## src/rtl/fifo_wr_arbiter.sv

```systemverilog
`default_nettype none
// ============================================================================
// Module   : fifo_wr_arbiter
// Brief    : Round-robin arbiter sharing one FIFO write port among NUM_REQ
//            producers, with full/almost_full back-pressure.
// Revision : 1.0 - initial release
// ============================================================================
module fifo_wr_arbiter #(
  parameter int NUM_REQ    = 4,
  parameter int DATA_WIDTH = 16,
  parameter int CNT_WIDTH  = 16
) (
  input  logic                          clk,
  input  logic                          rst_n,
  input  logic                          en,
  input  logic [NUM_REQ-1:0]            req,
  input  logic [NUM_REQ*DATA_WIDTH-1:0] req_data,
  output logic [NUM_REQ-1:0]            gnt,
  output logic [DATA_WIDTH-1:0]         data_in,
  output logic                          wr_en,
  input  logic                          full,
  input  logic                          almost_full,
  input  logic                          overflow,
  output logic                          busy,
  output logic [CNT_WIDTH-1:0]          wr_count,
  output logic                          ovf_err
);

  localparam int                 c_PTR_W = (NUM_REQ > 1) ? $clog2(NUM_REQ) : 1;
  localparam logic [NUM_REQ-1:0] c_ONE   = {{(NUM_REQ-1){1'b0}}, 1'b1};
  localparam logic [c_PTR_W-1:0] c_LAST  = c_PTR_W'(NUM_REQ - 1);

  logic [NUM_REQ-1:0]    r_gnt;
  logic [DATA_WIDTH-1:0] r_data;
  logic                  r_wr_en;
  logic                  r_busy;
  logic [CNT_WIDTH-1:0]  r_count;
  logic                  r_ovf_err;
  logic [c_PTR_W-1:0]    r_ptr;
  logic                  r_run;

  logic [NUM_REQ-1:0]    w_eligible;
  logic                  w_found;
  logic [c_PTR_W-1:0]    w_winner;
  logic                  w_issue;
  logic [DATA_WIDTH-1:0] w_words [NUM_REQ];

  genvar gi;
  generate
    for (gi = 0; gi < NUM_REQ; gi++) begin : g_unpack
      assign w_words[gi] = req_data[gi*DATA_WIDTH +: DATA_WIDTH];
    end
  endgenerate

  // Last cycle's winner is masked so a held req is not granted twice.
  assign w_eligible = req & ~r_gnt;

  always_comb begin
    logic [c_PTR_W-1:0] v_idx;
    w_found  = 1'b0;
    w_winner = '0;
    v_idx    = '0;
    for (int off = 0; off < NUM_REQ; off++) begin
      v_idx = c_PTR_W'((int'(r_ptr) + off) % NUM_REQ);
      if (!w_found && w_eligible[v_idx]) begin
        w_found  = 1'b1;
        w_winner = v_idx;
      end
    end
  end

  // The almost_full term covers the write already on its way into the FIFO.
  assign w_issue = r_run && en && w_found && !full && !(almost_full && r_wr_en);

  always_ff @(posedge clk or negedge rst_n) begin
    if (!rst_n) begin
      r_gnt     <= '0;
      r_data    <= '0;
      r_wr_en   <= 1'b0;
      r_busy    <= 1'b0;
      r_count   <= '0;
      r_ovf_err <= 1'b0;
      r_ptr     <= '0;
      r_run     <= 1'b0;
    end else begin
      // First edge after reset release only arms the arbiter.
      r_run  <= 1'b1;
      r_busy <= w_issue | (|w_eligible);
      if (overflow) begin
        r_ovf_err <= 1'b1;
      end
      if (w_issue) begin
        r_gnt   <= c_ONE << w_winner;
        r_data  <= w_words[w_winner];
        r_wr_en <= 1'b1;
        r_count <= r_count + 1'b1;
        r_ptr   <= (w_winner == c_LAST) ? '0 : w_winner + 1'b1;
      end else begin
        r_gnt   <= '0;
        r_wr_en <= 1'b0;
      end
    end
  end

  assign gnt      = r_gnt;
  assign data_in  = r_data;
  assign wr_en    = r_wr_en;
  assign busy     = r_busy;
  assign wr_count = r_count;
  assign ovf_err  = r_ovf_err;

endmodule
`default_nettype wire

```

## config.mk

```make
export PLATFORM = sky130hd
export DESIGN_NAME = fifo_wr_arbiter
export DESIGN_NICKNAME = d
export VERILOG_FILES = /design/src/rtl/fifo_wr_arbiter.sv
export SDC_FILE = /design/constraint.sdc
export NUM_CORES = 1
export LEC_CHECK = 0
export CORE_MARGIN = 3
export CORE_UTILIZATION = 36
export CTS_CLUSTER_DIAMETER = 200
export DETAILED_ROUTE_END_ITERATION = 12
export MAX_ROUTING_LAYER = met4
export PLACE_DENSITY = 0.82
export RECOVER_POWER = 25
export SYNTH_ARGS = -nofsm -noshare
export SYNTH_HDL_FRONTEND = slang
export SYNTH_SLANG_ARGS = --single-unit
```

## constraint.sdc

```tcl
create_clock -name clk -period 1.8 [get_ports clk]
set_input_delay 0.54 -clock clk [delete_from_list [all_inputs] [get_ports clk]]
set_output_delay 0.54 -clock clk [all_outputs]
set_load 0.1 [all_outputs]
```

==> metrics.md, run 1 <==
| Metric | Value |
|---|---|
| Switching Share | `46.4%` |
| Synthesized Nets | `279` |
| Post-DP HPWL | `5.06 mm` |
| Die Ht | `84.9 um` |
| Die Area | `7210 um^2` |
| Gate power share | `63.4%` |
| Gpl congestion | `0.784` |
| Grt ovf | `0` |
| Area growth, synth to finish | `98.2%` |
| Critical path required time | `1.96 ns` |
| #FFs+latches synth | `42` |
| WL final | `6.71 mm` |
| Vias in the first global route | `2274` |
| Vias | `2121` |
| CTS root buf | `clkbuf_8` |
| I/O Buffers | `112` |
| CP delay by family, top | `compound AO/OA/AOI/OAI gates` |
| Synth Cell Area | `2240 um^2` |
| Switching pwr | `3.03 mW` |
| CTS tree | `yes` |
| Avg Cell Area, Syn | `11.2 um^2` |
| Ant. Diodes | `0` |
| Site Rows | `28` |
| Starting DRT DRC Count | `95` |
| Share of layout cells above drive strength 1 | `36.0%` |
| Layout Utilization | `74.1%` |
| Clk slew on worst S/H paths | `0.08 ns` |
| DR vias/cell | `5.09` |
| Worst hold path type | `in2async` |
| Met1 wire length | `2.64 mm` |
| DR WL/cell | `16.1 um` |
| Buf/Inv on CP | `3` |
| Reg-to-reg startpoint | `gnt[2]$_DFF_PN0_` |
| Worst Path Arrival | `2.13 ns` |
| H-tree depth | `2` |
| Global-route wire length before repair | `10.9 mm` |
| Post-route ant nets | `0` |
| Minimum clock period | `1.97 ns` |
| Crit start category | `register` |
| CORE AREA | `5990 um^2` |
| Fmax | `508 MHz` |
| Slew Viols, Final | `0` |
| WL met3 | `459 um` |
| Slew margin rel. | `31.1%` |
| CTS hold repair buffers | `0` |
| Critical path's slowest cell | `dfrtp_4` |
| Fin. Hold Viols | `0` |
| Io pins | `113` |
| Syn. warnings | `0` |
| Max-Cap Viols | `0` |
| Finish-stage setup viols | `26` |
| Top layer in use | `met4` |
| Worst slew pin tran | `1.03 ns` |
| Status | `finished with violations` |
| Max VDD drop | `0.00105 V` |
| Crit end category | `register` |
| Largest net degree at the start of global routing | `21` |
| R2R depth | `8` |
| DP Area | `4040 um^2` |
| Setup Skew | `0.00743 ns` |
| CTS Sinks | `42` |
| Asr flop ratio synth | `100%` |
| Setup ws final | `-0.168 ns` |
| Synth cell types | `37` |
| Fill cells | `402` |
| Cells along the critical path | `nand2b_4, buf_4, o221ai_1, a22o_2, buf_12, buf_12, mux2i_1, o221ai_1` |
| Nets | `420` |
| DR WL met2 | `3.54 mm` |
| Tot GR Track Use | `19.8%` |
| Power share of the sequential group | `22.9%` |
| CP max FO | `7` |
| Failing checks | `setup timing` |
| Seq/Total Area, Yosys | `46.9%` |
| Crit Path Category | `reg2reg` |
| Period utilization | `109%` |
| Critical path startpoint | `gnt[2]$_DFF_PN0_` |
| Deepest clock path buffer count | `2` |
| Unrepaired setup endpoints after global routing | `yes` |
| Post-Synthesis Cells | `200` |
| Initial antenna violation count | `0` |
| EDFF count, synth | `0` |
| Critical Path Stages | `8` |
| Drt drc | `0` |
| Largest stage delay, worst path | `0.48 ns` |
| Leakage dissipation | `2.01 nW` |
| Final Cell Area | `4440 um^2` |
| Clock power share | `13.7%` |
| Cts bufs inserted | `5` |
| Top FF cell, synth | `dfrtp_1` |
| Die width | `84.9 um` |
| DR pass1 iterations | `4` |
| Clk Latency, worst-skew pair | `0.29 ns` |
| Internal cell power | `3.49 mW` |
| P per Cell Area | `1470 nW/um^2` |
| Initial core utilization | `37.4%` |
==> per-stage QoR <==
step / power, mW / TNS, ns / worst slack (ns) / hold slack [ns] / std cells
4_1_cts: 6.62 / -3.61 / -0.238 / 0.180 / 417
3_3_place_gp: 5.17 / -18.01 / -0.621 / 0.503 / 398
6_report: 6.52 / -3.10 / -0.168 / 0.398 / 417
5_1_grt: 6.79 / -5.41 / -0.263 / 0.487 / 417
3_5_place_dp: 5.25 / -20.12 / -0.712 / 0.501 / 398
2_1_floorplan: 3.82 / -5.23 / -0.223 / 0.244 / 200
==> area by class of cell <==
cell class / count / area [um^2] / area share [%]
Inverter: 7 / 31.3 / 0.704
Sequential cell: 42 / 1090 / 24.5
Tap cell: 75 / 93.8 / 2.11
Multi-Input combinational cell: 141 / 1240 / 28.0
Clock inverter: 3 / 68.8 / 1.55
Timing Repair Buffer: 144 / 1850 / 41.6
Clock buffer: 5 / 68.8 / 1.55
==> repair_timing <==
item,in CTS,in global routing
endpoints found under the setup margin,32,32
buffers inserted,8,2
cloned,3,0
pin swaps,17,12
resized for setup,27,16
==> final timing paths <==
check / end / slack (ns)
worst max-delay path: data_in[6]$_DFFE_PN0P_ / -0.17
worst min-delay path: gnt[3]$_DFF_PN0_ / 0.40
worst max register to register: data_in[6]$_DFFE_PN0P_ / -0.17
worst min register to register: wr_count[8]$_DFFE_PN0P_ / 0.54
max in group asynchronous: data_in[1]$_DFFE_PN0P_ / 0.55
min in group clk: wr_count[8]$_DFFE_PN0P_ / 0.54
==> power groups by stage <==
stage / clock network, mW / registers [mW] / logic (mW)
finish: 0.895 / 1.49 / 4.13
global route: 0.956 / 1.52 / 4.31
CTS: 0.916 / 1.49 / 4.22
detailed placement: 0 / 1.51 / 3.74
global placement: 0 / 1.49 / 3.68
floorplan: 0 / 2.90 / 0.913
==> Yosys cell counts, drive strengths merged (2+ instances only) <==
cell type / n / area share [%]
nand2: 30 / 5.0
ha: 5 / 2.8
o21ai: 2 / 0.45
inv: 7 / 1.2
nor2: 3 / 0.50
nand2b: 5 / 2.1
dfrtp: 42 / 47
and2: 6 / 1.7
clkbuf: 2 / 0.34
nand3: 4 / 0.89
xor2: 6 / 2.3
nand4: 2 / 0.56
mux2i: 32 / 14
xnor2: 9 / 3.5
buf: 8 / 3.0
nor3: 5 / 2.0
o221ai: 17 / 6.6
==> layer usage <==
metal  GRT usage (%)  up-vias
met1            23.9     1028
li1                -      991
met2            33.7       96
met3            4.76        6
met5               -        -
met4            4.60        0
==> cell families (layout without fill, tap and decap cells) <==
kind of cell	count (synthesis)	count (layout)	synth area share [%]
fa+ha+maj	5	5	2.79
compound gates	24	24	9.10
mux	32	32	14.3
other cells	1	1	0.167
simple gates	64	64	16.4
flops	42	42	46.9
buf+inv	17	159	4.52
xor+xnor	15	15	5.86
==> layout by cell type, fill, tap and decap left out, types with 2 or more instances in the layout <==
| cell | instances |
|---|---|
| clkdlybuf4s50_1 | 65 |
| xor2_1 | 6 |
| nand2b_1 | 2 |
| dfrtp_2 | 7 |
| nand2_1 | 29 |
| o221ai_1 | 16 |
| dlygate4sd2_1 | 7 |
| dfrtp_1 | 28 |
| inv_1 | 4 |
| bufinv_16 | 2 |
| dfrtp_4 | 7 |
| ha_4 | 4 |
| inv_2 | 2 |
| buf_12 | 45 |
| buf_6 | 5 |
| clkbuf_8 | 5 |
| o21ai_1 | 2 |
| and2_1 | 3 |
| mux2i_2 | 2 |
| nand4_1 | 2 |
| nor2_1 | 2 |
| xnor2_1 | 9 |
| mux2i_1 | 29 |
| nand3_1 | 4 |
| buf_4 | 19 |
| nor3_4 | 4 |
| and2_4 | 3 |
| nand2b_4 | 3 |
==> sequential cells by signal, summed over array words and instances, names as in the netlist <==
register	count
r_run	1
ovf_err	1
gnt	4
wr_en	1
busy	1
data_in	16
r_ptr	2
wr_count	16
No activity file was read; power rests on OpenSTA's default activity.
==> inputs of run 2 (changes only) <==
--- a/config.mk
+++ b/config.mk
@@ -9,6 +9,7 @@
 export CORE_UTILIZATION = 36
 export CTS_CLUSTER_DIAMETER = 200
 export DETAILED_ROUTE_END_ITERATION = 12
+export GPL_TIMING_DRIVEN = 1
 export MAX_ROUTING_LAYER = met4
 export PLACE_DENSITY = 0.82
 export RECOVER_POWER = 25
==> results of run 2 <==
The final DEF is identical to that of run 1; final timing and power are the same.
